<file path="config.mk">
export PLATFORM = sky130hd
export DESIGN_NAME = my_logic_pipe
export DESIGN_NICKNAME = d
export VERILOG_FILES = /design/src/rtl/my_logic_pipe.sv
export SDC_FILE = /design/constraint.sdc
export NUM_CORES = 1
export LEC_CHECK = 0
export BUFFER_PORTS_ARGS = -buffer_cell sky130_fd_sc_hd__buf_2
export CAP_MARGIN = 20
export CORE_ASPECT_RATIO = 1.5
export CORE_UTILIZATION = 50
export DETAILED_ROUTE_END_ITERATION = 10
export GPL_TIMING_DRIVEN = 1
export PLACE_DENSITY = 0.77
export SETUP_SLACK_MARGIN = 0.1
export SKIP_CTS_REPAIR_TIMING = 1
export SLEW_MARGIN = 20
export SYNTH_ARGS = -nofsm -noshare
export SYNTH_HDL_FRONTEND = slang
export SYNTH_SLANG_ARGS = --single-unit
</file>
<file path="constraint.sdc">
create_clock -name CLK -period 4.3 [get_ports CLK]
set_clock_uncertainty 0.05 [all_clocks]
set_input_delay 0.86 -clock CLK [delete_from_list [all_inputs] [get_ports CLK]]
set_output_delay 0.86 -clock CLK [all_outputs]
set_load 0.02 [all_outputs]
</file>
<file path="src/rtl/my_logic_pipe.sv">
// Pipelined two-operand bitwise logic unit (AND/OR/XOR/XNOR) with clock enable,
// valid/ready flow control and a running XOR accumulator over delivered results.
module my_logic_pipe #(
  parameter int WIDTH  = 8,
  parameter int STAGES = 2,
  parameter int CNT_W  = 16
) (
  input  logic             CLK,
  input  logic             RESET,
  input  logic             CE,
  input  logic             IN_VALID,
  output logic             IN_READY,
  input  logic [WIDTH-1:0] IN_A,
  input  logic [WIDTH-1:0] IN_B,
  input  logic [1:0]       MODE,
  output logic             OUT_VALID,
  input  logic             OUT_READY,
  output logic [WIDTH-1:0] OUT_DATA,
  output logic             OUT_PARITY,
  input  logic             ACC_EN,
  input  logic             ACC_CLR,
  output logic [WIDTH-1:0] ACC,
  output logic [CNT_W-1:0] COUNT
);

  function automatic logic [WIDTH-1:0] logic_op(input logic [WIDTH-1:0] a,
                                                input logic [WIDTH-1:0] b,
                                                input logic [1:0]       mode);
    case (mode)
      2'b00:   logic_op = a & b;
      2'b01:   logic_op = a | b;
      2'b10:   logic_op = a ^ b;
      default: logic_op = ~(a ^ b);
    endcase
  endfunction

  logic [STAGES-1:0] v_q, v_d;
  logic [WIDTH-1:0]  d_q [STAGES];
  logic [WIDTH-1:0]  d_d [STAGES];
  logic [WIDTH-1:0]  acc_q, acc_d;
  logic [CNT_W-1:0]  cnt_q, cnt_d;
  logic              stall, advance, in_fire, out_fire;

  // A stall anywhere freezes the whole pipe; bubbles are not squeezed out.
  always_comb begin
    stall      = v_q[STAGES-1] & ~OUT_READY;
    advance    = CE & ~stall;
    IN_READY   = advance & ~RESET;
    OUT_VALID  = v_q[STAGES-1] & CE & ~RESET;
    OUT_DATA   = d_q[STAGES-1];
    OUT_PARITY = ^d_q[STAGES-1];
    in_fire    = IN_VALID & IN_READY;
    out_fire   = OUT_VALID & OUT_READY;
  end

  always_comb begin
    v_d = v_q;
    d_d = d_q;
    if (advance) begin
      v_d[0] = in_fire;
      if (in_fire) d_d[0] = logic_op(IN_A, IN_B, MODE);
      for (int k = 1; k < STAGES; k++) begin
        v_d[k] = v_q[k-1];
        d_d[k] = d_q[k-1];
      end
    end
  end

  // Clear has priority over folding a result that completes in the same cycle.
  always_comb begin
    acc_d = acc_q;
    cnt_d = cnt_q;
    if (CE) begin
      if (ACC_CLR) begin
        acc_d = '0;
        cnt_d = '0;
      end else if (out_fire && ACC_EN) begin
        acc_d = acc_q ^ d_q[STAGES-1];
        cnt_d = cnt_q + CNT_W'(1);
      end
    end
  end

  always_ff @(posedge CLK) begin
    if (RESET) begin
      v_q   <= '0;
      acc_q <= '0;
      cnt_q <= '0;
      for (int k = 0; k < STAGES; k++) d_q[k] <= '0;
    end else begin
      v_q   <= v_d;
      d_q   <= d_d;
      acc_q <= acc_d;
      cnt_q <= cnt_d;
    end
  end

  assign ACC   = acc_q;
  assign COUNT = cnt_q;

endmodule

</file>
## Yosys cells after proc, flatten, opt, wreduce, memory -nomap -nowiden

Cells that the tools add are included.
W data, S select, Z words.

| storage, ports and cells | value |
|---|---|
| bits in registers | 42 |
| bits in latches | 0 |
| RAM bits | 0 |
| bits in read-only memories | 0 |
| input port bits | 25 |
| output and inout bits | 35 |
| logic and storage cells | 34 |
| memories | 0 |

| cells by class | value |
|---|---|
| add/sub/neg operators | 1 |
| multiply operators | 0 |
| divide/modulo/power cells | 0 |
| order comparisons | 0 |
| equal/unequal tests | 2 |
| shift operators | 0 |
| muxes and demuxes | 5 |
| bitwise operators | 15 |
| reductions and logical operators | 6 |

Operators by type and width:

| kind | count |
|---|---|
| $mux W16 | 2 |
| $pmux W8 S3 | 1 |
| $add A16 B1 Y16 const B | 1 |
| $mux W8 | 2 |
| $xor A8 B8 Y8 | 2 |
| $and A8 B8 Y8 | 1 |
| $not A8 Y8 | 1 |
| $or A8 B8 Y8 | 1 |
| $reduce_xor A8 Y1 | 1 |
| $and A1 B1 Y1 | 7 |
| $reduce_and A2 Y1 | 2 |
| $not A1 Y1 | 3 |
| $eq A2 B1 Y1 const B | 1 |
| $eq A2 B2 Y1 const B | 1 |
| $logic_not A2 Y1 | 1 |
| $reduce_bool A2 Y1 | 1 |
| $logic_and A1 B1 Y1 | 1 |

## Longest topological paths before layout

Gate-level depths: netlist of run 1.

| logic depth | value |
|---|---|
| depth after elaboration | 7 |
| gate-level depth with buffers | 6 |
| mapped depth without buffers | 6 |

## Worst setup path after synthesis of run 1

Ideal clock, no wire load.

| path | value |
|---|---|
| path type | in2out |
| start point | input port CE |
| end point | output port IN_READY |
| arrival time | 1,710 ps |
| data required time | 3,390 ps |
| setup slack | 1,680 ps |
| stages on the path | 4 |
| buffers on the path | 2 |
| path through | clkbuf_1 -> o21ai_0 -> buf_2 -> nor2_1 |

| between the ends | value |
|---|---|
| longest elaborated chain between the ends | 2 |

RTL lines:

| element | RTL line | source |
|---|---|---|
| start, declared | 10 | `input logic CE,` |
| $and A1 B1 Y1 | 47 | `advance = CE & ~stall;` |
| $and A1 B1 Y1 | 48 | `IN_READY = advance & ~RESET;` |
| end, declared | 12 | `output logic IN_READY,` |

No other way between the ends.

## Worst setup path after layout of run 1

| path | value |
|---|---|
| start point | input port CE |
| end point | output port OUT_VALID |

| between the ends | value |
|---|---|
| longest elaborated chain between the ends | 2 |

RTL lines:

| element | RTL line | source |
|---|---|---|
| $and A1 B1 Y1 (2 in series) | 49 | `OUT_VALID = v_q[STAGES-1] & CE & ~RESET;` |
| end, declared | 16 | `output logic OUT_VALID,` |

No other way between the ends.

==> results_dict.tcl, run 1 <==
set metrics [dict create \
    critical_path_class "input pin to output pin" \
    ant_nets 0 \
    syn_area_sq_um 2500 \
    cts_tree "done" \
    final_area_sq_um 2830 \
    std_cell_rows 31 \
    num_antenna_cells 0 \
    portBuffers 59 \
    peakVddDrop_v 0.000162 \
    synth.top_cell.area_share_pct 33.7 \
    cp_max_fo 14 \
    whs_ps 410 \
    tns_ps 0 \
    syn-num-nets 337 \
    grt.total_usage_pct 21.3 \
    grt_start_max_net_pins 31 \
    stdcell_count 404 \
    gp_congestion 0.827 \
    fill_cells 478 \
    firstDrtPassIters 4 \
    dp_hpwl_mm 3.97 \
    slowest_delay_ps 230 \
    status "finished, final reports clean" \
    worst_path_most_repeated_cell "buf_2" \
    route.detailed.drc 0 \
    synthDistinctLibCells 42 \
    ys_seq_elements 42 \
    post_dp_cell_area_sq_um 2750 \
    cts_sinks 42 \
    syn-instance-count 295 \
    cp.required_ps 3390 \
    drive_gt1_share_pct 22.5 \
    initial_utilization_pct 51.9 \
    fp.dieW_microns 59.7 \
    synth_top_cell_by_area "dfxtp_1" \
    wl_per_cell_microns 12.9 \
    num_io_pins 60 \
    cts_inserted_buffers 5 \
    clk_pin_slew_ps 70 \
    die_h_microns 88.5 \
    hold_class "flip-flop to flip-flop" \
    die-area_sq_um 5280 \
    yosys-top-cells-area "dfxtp_1 34%, ha_1 8.5%, a21oi_1 7.2%" \
    setup_viol 0 \
    overflow 0 \
    drv_slew 0 \
    grt_antenna_before_repair 0 \
    min_period_ps 2650 \
    ys_warn_count 0 \
    max-cap-violations 0 \
    core_area_sq_um 4810 \
    grt_pass1_vias 2047 \
    drt-total-wl_mm 5.20 \
    crit_path_end_kind "output pin" \
    cts_root_buf "clkbuf_8" \
    slew_headroom_pct 58.2 \
    crit_path_top_delay_cell "inv_1" \
    syn_area_per_cell_sq_um 8.46 \
    area_growth_pct 13.2 \
    hold_violations 0 \
    final_net_count 380 \
    clk_path_buf_depth 2 \
    via_per_inst 5.55 \
    grt_pass1_wl_mm 8.66 \
    cp.arrival_ps 1740 \
    yosysSeqAreaShare_pct 33.7 \
    max_freq_mhz 378 \
    timing.final.crit_share_pct 61.6 \
    crit_chain "buf_2 > inv_1 > nor3_1 > buf_2" \
    h-tree-depth 2 \
    power-per-cell-area_nw_per_um2 265 \
    reg2reg_slack_ps 2470 \
    via_count 2243 \
    dp_cells 397 \
    crit_path_start_kind "input pin" \
    drtIter0Drc 118 \
    rsz0062_at_grt "no" \
    clk_latency_ps 290 \
    leakage_uw 0.00125 \
    tightest_slew_ps 623 \
]
==> registers in the layout (all words and copies together) (netlist names) <==
signal    cells
OUT_DATA      8
d_q           8
COUNT        16
ACC           8
v_q           2
==> report_power, final <==
group | total [uW] | switching, uW | internal [uW]
logic | 108 | 63.3 | 44.6
registers | 405 | 7.22 | 398
clock network | 237 | 125 | 112
==> cells in the final DEF, fill, tap and decap left out, drive strengths merged <==
cell type / netlist / layout
a211oi: 6 / 6
a21oi: 36 / 36
a22oi: 1 / 1
and3: 3 / 3
and4: 1 / 1
and4b: 2 / 2
buf: 15 / 60
clkbuf: 9 / 7
dfxtp: 42 / 42
ha: 17 / 17
inv: 24 / 24
mux2i: 18 / 18
nand2: 17 / 17
nand3: 9 / 9
nand3b: 10 / 10
nand4: 1 / 1
nand4b: 2 / 2
nor2: 21 / 21
nor3: 3 / 3
nor4: 1 / 1
o2111a: 1 / 1
o2111ai: 2 / 2
o211ai: 3 / 3
o21ai: 20 / 20
o221a: 1 / 1
o311ai: 1 / 1
o31ai: 3 / 3
o41a: 1 / 1
o41ai: 1 / 1
or3: 4 / 4
or4: 2 / 2
or4b: 2 / 2
xnor2: 8 / 8
xor2: 8 / 8
==> cells by family after synthesis <==
| group | after synthesis | synth area share, % |
|---|---|---|
| and+or+nand+nor | 78 | 17.9 |
| AOI/OAI and AO/OA | 76 | 18.1 |
| buffers and inverters | 48 | 8.92 |
| DFF | 42 | 33.7 |
| muxes | 18 | 7.22 |
| adders and majority gates | 17 | 8.52 |
| xor gates and xnor gates | 16 | 5.61 |
==> stage by stage <==
step           setup slack (ps)  util (%)  power (uW)
2_1_floorplan              1680         -         493
3_5_place_dp               1640      57.2         523
3_3_place_gp               1670      57.2         518
5_1_grt                    1580      58.7         787
6_report                   1650      58.7         750
4_1_cts                    1640      58.7         752
==> worst max-delay path, delay by kind of cell <==
family,cells,cell delay [ps]
AND/OR/NAND/NOR,1,230
buffers and inverters,3,650
==> path summary, 6_finish.rpt <==
kind	start	endpoint	depth (start not counted)
setup / recovery	CE	OUT_VALID	4
hold / removal	d_q[8]	d_q[8]	2
setup reg to reg	COUNT[0]	COUNT[12]	5
hold reg to reg	d_q[8]	d_q[8]	2
==> area by class of cell <==
cell class / count / area (sq um) / share of cell area, %
inverter: 24 / 90.1 / 3.19
tap: 66 / 82.6 / 2.92
timing repair buffer: 60 / 303 / 10.7
multi-input combinational: 205 / 1430 / 50.7
clock buffer: 7 / 76.3 / 2.70
sequential: 42 / 841 / 29.8
==> layer usage <==
metal | routed length, microns | vias up | track usage (%)
met4 | 108 | 0 | 9.94
met1 | 2080 | 1057 | 21.9
met3 | 208 | 12 | 4.24
met5 | 0 | - | 0
met2 | 2810 | 63 | 39.8
li1 | - | 1111 | -
==> synth_stat cells, drive strengths merged <==
master,count
a21oi,36
or3,4
o221a,1
nor2,21
and4b,2
nor3,3
mux2i,18
o41ai,1
and4,1
o41a,1
o2111a,1
o211ai,3
o311ai,1
xnor2,8
inv,24
a211oi,6
nand4b,2
nor4,1
clkbuf,9
o31ai,3
nand3,9
nand2,17
nand4,1
o21ai,20
ha,17
and3,3
buf,15
or4b,2
or4,2
dfxtp,42
xor2,8
nand3b,10
o2111ai,2
a22oi,1
No activity file was read; power rests on OpenSTA's default activity.
==> inputs of run 2 (changes only) <==
--- a/config.mk
+++ b/config.mk
@@ -5,13 +5,14 @@
 export SDC_FILE = /design/constraint.sdc
 export NUM_CORES = 1
 export LEC_CHECK = 0
+export ABC_AREA = 1
 export BUFFER_PORTS_ARGS = -buffer_cell sky130_fd_sc_hd__buf_2
 export CAP_MARGIN = 20
 export CORE_ASPECT_RATIO = 1.5
-export CORE_UTILIZATION = 50
+export CORE_UTILIZATION = 49
 export DETAILED_ROUTE_END_ITERATION = 10
 export GPL_TIMING_DRIVEN = 1
-export PLACE_DENSITY = 0.77
+export PLACE_DENSITY = 0.79
 export SETUP_SLACK_MARGIN = 0.1
 export SKIP_CTS_REPAIR_TIMING = 1
 export SLEW_MARGIN = 20
==> constraint.sdc (replaced) <==
create_clock -name CLK -period 2.2 [get_ports CLK]
set_clock_uncertainty 0.05 [all_clocks]
set_input_delay 0.44 -clock CLK [delete_from_list [all_inputs] [get_ports CLK]]
set_output_delay 0.44 -clock CLK [all_outputs]
set_load 0.02 [all_outputs]
==> results_dict.tcl, run 2 <==
set metrics [dict create \
    critPathBufInv 2 \
    final_common_cell "nand2_1" \
    route.detailed.drc 0 \
    grt.total_usage_pct 20.2 \
    synth_top_flop_cell "dfxtp_1" \
    synth_edf_count 0 \
    num_antenna_cells 0 \
    synthDistinctLibCells 26 \
    tightest_slew_ps 667 \
    peakVddDrop_v 0.000415 \
    fill_cells 476 \
    ys_warn_count 0 \
    largest_reg_flops 16 \
    gp_congestion 0.811 \
    clk_pin_slew_ps 70 \
    final_net_count 455 \
    place_ws_ps 425 \
    drive_gt1_share_pct 23.2 \
    syn_area_sq_um 2550 \
    multi_input_area_sq_um 1430 \
    cts_inserted_buffers 5 \
    dp_hpwl_mm 4.07 \
    setup_viol 0 \
    via_per_inst 5.03 \
    overflow 0 \
    grt_pass1_wl_mm 8.71 \
    cp.arrival_ps 1410 \
    max_freq_mhz 528 \
    cp_max_fo 4 \
    hold_class "flip-flop to flip-flop" \
    yosysSeqAreaShare_pct 33.0 \
    synth_top_cell_by_area "dfxtp_1" \
    final_cell_mix "80 x nand2_1, 59 x buf_2, 53 x nor2_1, 42 x dfxtp_1, 40 x inv_1" \
    hold_violations 0 \
    syn_area_per_cell_sq_um 7.04 \
    std_cell_rows 31 \
    area_growth_pct 15.3 \
    crit_path_start_kind "flip-flop" \
    drv_slew 0 \
    crit_path_end_kind "output pin" \
    critical_path_class "flip-flop to output pin" \
    crit_path_top_delay_cell "dfxtp_1" \
    min_period_ps 1900 \
    portBuffers 59 \
    cp.required_ps 1710 \
    rsz0062_at_grt "no" \
    syn-instance-count 362 \
    die_h_microns 90.3 \
    drtIter0Drc 106 \
    synthTopCellsByCount "80 x nand2_1, 53 x nor2_1, 42 x dfxtp_1" \
    tns_ps 0 \
    num_io_pins 60 \
    timing.final.crit_share_pct 86.2 \
    path_delay_family "flip-flops" \
    post-synth-top-count-cell "nand2_1" \
    synth.top_cell.area_share_pct 33.0 \
    seq_area_sq_um 841 \
    via_count 2408 \
    h-tree-depth 2 \
    grt_start_max_net_pins 30 \
    power-per-cell-area_nw_per_um2 578 \
    ys_seq_elements 42 \
    initial_utilization_pct 51.7 \
    ant_nets 0 \
    cts_root_buf "clkbuf_8" \
    syn-num-nets 404 \
    grt_antenna_before_repair 0 \
    cts_tree "done" \
    grt_pass1_vias 2200 \
    max-cap-violations 0 \
    slowest_delay_ps 430 \
    leakage_uw 0.00145 \
    wl_per_cell_microns 10.7 \
    finalWorstSetupSlack_ps 305 \
    drt-total-wl_mm 5.11 \
    core_area_sq_um 4930 \
    crit_chain "xnor2_1 > xnor2_1 > inv_1 > nand2_1 > nand2_1 > buf_2" \
    fp.dieW_microns 60.9 \
    cts_sinks 42 \
    die-area_sq_um 5500 \
    slew_headroom_pct 55.5 \
    clk_latency_ps 290 \
    clk_path_buf_depth 2 \
    yosys-top-cells-area "dfxtp_1 33%, nand2_1 12%, ha_1 8.3%" \
    status "finished, final reports clean" \
    reg2reg_slack_ps 690 \
    firstDrtPassIters 4 \
    async_reset_ff_share_pct 0 \
]
-- run 2: cell count changes after synthesis, sizes merged, moves of 9 or more --
cell    change
inv        +18
nand2      +69
nand3b     -10
nand3      +20
a21oi       -9
mux2i      -18
nor2       +33
-- run 2: layer usage --
metal / wire length, microns / global-route usage (%)
met1: 1940 / 18.6
met2: 2840 / 39.5
met3: 225 / 4.73
met4: 104 / 7.77
met5: 0 / 0
-- run 2: final cells by class --
type / instances / share of cell area [%]
flip-flops and latches: 42 / 28.6
clock buffers: 6 / 2.81
multi-input cells: 261 / 48.8
repair buffers: 61 / 10.6
clock inverters: 1 / 1.02
well taps: 66 / 2.81
inverters: 42 / 5.37
-- run 2: cells by family (layout without fill, tap and decap cells) --
| group | count (synthesis) | in the layout | share of synthesized area [%] |
|---|---|---|---|
| xor gates and xnor gates | 14 | 14 | 4.81 |
| and+or+nand+nor | 171 | 171 | 28.7 |
| buffers and inverters | 59 | 110 | 10.8 |
| AOI/OAI and AO/OA | 59 | 59 | 14.4 |
| DFF | 42 | 42 | 33.0 |
| adders and majority gates | 17 | 17 | 8.35 |
-- run 2: power breakdown --
part	internal (uW)	total, uW	switching [uW]
sequential	785	808	22.5
combinational	105	280	175
clock	363	611	248
total	1250	1700	445
-- run 2: path summary, 6_finish.rpt --
| kind | from | to | cells after the start |
|---|---|---|---|
| worst max-delay path | OUT_DATA[6] | OUT_PARITY | 6 |
| worst min-delay path | v_q[0] | v_q[0] | 2 |
| worst max register to register | COUNT[0] | COUNT[10] | 8 |
| worst min register to register | v_q[0] | v_q[0] | 2 |
-- run 2: through the flow --
stage | area (sq um) | cells | hold slack (ps) | utilization (%) | total power (uW)
after floorplan | 2550 | 362 | 397 | - | 1040
after global placement | 2820 | 472 | 402 | 57.3 | 1100
after detailed placement | 2820 | 472 | 405 | 57.3 | 1110
after CTS | 2940 | 479 | 417 | 59.6 | 1720
after global routing | 2940 | 479 | 431 | 59.6 | 1790
final | 2940 | 479 | 414 | 59.6 | 1700
-- run 2: worst reg2reg max path, cell delays in order, from the launching register on --
cell and delay, ps:
dfxtp_1 380, ha_1 220, nand3_1 110, inv_1 170, nand2_1 110, nor2_1 150
nand3_1 90, nand2_1 80, nor2_1 50
==> inputs of run 3 (changes only) <==
==> constraint.sdc (replaced) <==
create_clock -name CLK -period 2.2 [get_ports CLK]
set_clock_uncertainty 0.05 [all_clocks]
set_input_delay 0.22 -clock CLK [delete_from_list [all_inputs] [get_ports CLK]]
set_output_delay 0.22 -clock CLK [all_outputs]
set_load 0.02 [all_outputs]
==> results_dict.tcl, run 3 (synthesized netlist as in run 2, its figures left out) <==
set metrics [dict create \
    final_common_cell "nand2_1" \
    peakVddDrop_v 0.000403 \
    drtIter0Drc 76 \
    die_h_microns 90.3 \
    rsz0062_at_grt "no" \
    leakage_uw 0.00144 \
    wl_per_cell_microns 11.0 \
    status "finished, final reports clean" \
    reg2reg_slack_ps 730 \
    core_area_sq_um 4930 \
    final_area_sq_um 2900 \
    gp_congestion 0.817 \
    portBuffers 59 \
    tns_ps 0 \
    fp.dieW_microns 60.9 \
    slew_headroom_pct 55.7 \
    num_io_pins 60 \
    power-per-cell-area_nw_per_um2 533 \
    route.detailed.drc 0 \
    cts_root_buf "clkbuf_8" \
    clk_latency_ps 290 \
    seq_area_sq_um 841 \
    grt_start_max_net_pins 30 \
    worstHoldStart "IN_VALID" \
    clk_path_buf_depth 2 \
    post_dp_cell_area_sq_um 2820 \
    timing.final.crit_share_pct 76.4 \
    hold_path_end "v_q[0]" \
    h-tree-depth 2 \
    rr_endpoint "COUNT[12]" \
    initial_utilization_pct 51.7 \
    cts_tree "done" \
    cts_inserted_buffers 5 \
    largest_reg_flops 16 \
    hold_class "input pin to flip-flop" \
    drive_gt1_share_pct 23.2 \
    timing.rr.start "COUNT[0]" \
    crit_path_end_kind "output pin" \
    multi_input_area_sq_um 1430 \
    critical_path_class "flip-flop to output pin" \
    area_growth_pct 13.9 \
    cp_max_fo 4 \
    final_cell_mix "80 x nand2_1, 59 x buf_2, 53 x nor2_1, 42 x dfxtp_1, 40 x inv_1" \
    dp_hpwl_mm 4.14 \
    hold_violations 0 \
    num_antenna_cells 0 \
    firstDrtPassIters 4 \
    slowest_delay_ps 400 \
    cp.arrival_ps 1410 \
    crit_path_top_delay_cell "dfxtp_1" \
    ant_nets 0 \
    worst_path_most_repeated_cell "nand2_1" \
    fill_cells 490 \
    drt-total-wl_mm 5.27 \
    tightest_slew_ps 663 \
    setup_viol 0 \
    drv_slew 0 \
    grt.total_usage_pct 20.7 \
    grt_pass1_vias 2157 \
    min_period_ps 1680 \
    max_freq_mhz 595 \
    overflow 0 \
    cp.required_ps 1930 \
    crit_path_start_kind "flip-flop" \
    die-area_sq_um 5500 \
    via_per_inst 4.99 \
    via_count 2388 \
    clk_pin_slew_ps 70 \
    crit_chain "xor2_1 > xnor2_1 > inv_1 > nand2_1 > nand2_1 > buf_2" \
    max-cap-violations 0 \
    cts_sinks 42 \
    startpoint "OUT_DATA[4]" \
    hold_depth 3 \
    grt_antenna_before_repair 0 \
    final_net_count 455 \
    reg2reg_depth 8 \
    std_cell_rows 31 \
    grt_pass1_wl_mm 8.78 \
]
## run 3: power by group
part	switching (uW)	internal [uW]	total, uW	leakage (uW)
registers	22.6	786	808	0.000341
clock network	246	213	459	0.0000438
logic	175	105	280	0.00105
## run 3: layer usage
metal  routed length, microns  global-route usage (%)  share of wire [%]
met5                        0                       0                  0
met4                       51                    5.49               0.97
met3                      195                    4.15                3.7
met2                     3040                    42.0                 58
met1                     1990                    19.0                 38
## run 3: worst max-delay path, delay by kind of cell (launching register included)
family	cells	cell delay [ps]
xor+xnor	2	410
flops	1	400
buf+inv	2	220
simple gates	2	100
## run 3: stage by stage
step           worst slack (ps)  total power (uW)  hold WS, ps  cells  util (%)
3_5_place_dp                646              1110          406    472      57.3
4_1_cts                     504              1560          213    479      58.9
2_1_floorplan               744              1040          363    362         -
6_report                    520              1550          209    479      58.9
3_3_place_gp                693              1100          403    472      57.3
5_1_grt                     457              1630          247    479      58.9
## run 3: cell type report
cell class	count	area share (%)
Clock buffer	5	2.37
Tap cell	66	2.84
Inverter	42	5.43
Sequential cell	42	29.0
Timing Repair Buffer	61	10.7
Clock inverter	2	0.345
Multi-Input combinational cell	261	49.4
## run 3: worst max-delay path by stage
stage	slack, ps	cells after the start	endpoint
global route	460	6	OUT_PARITY
CTS	500	6	OUT_PARITY
global placement	690	8	COUNT[5]
finish	520	6	OUT_PARITY
floorplan	740	8	COUNT[10]
detailed placement	650	8	COUNT[6]
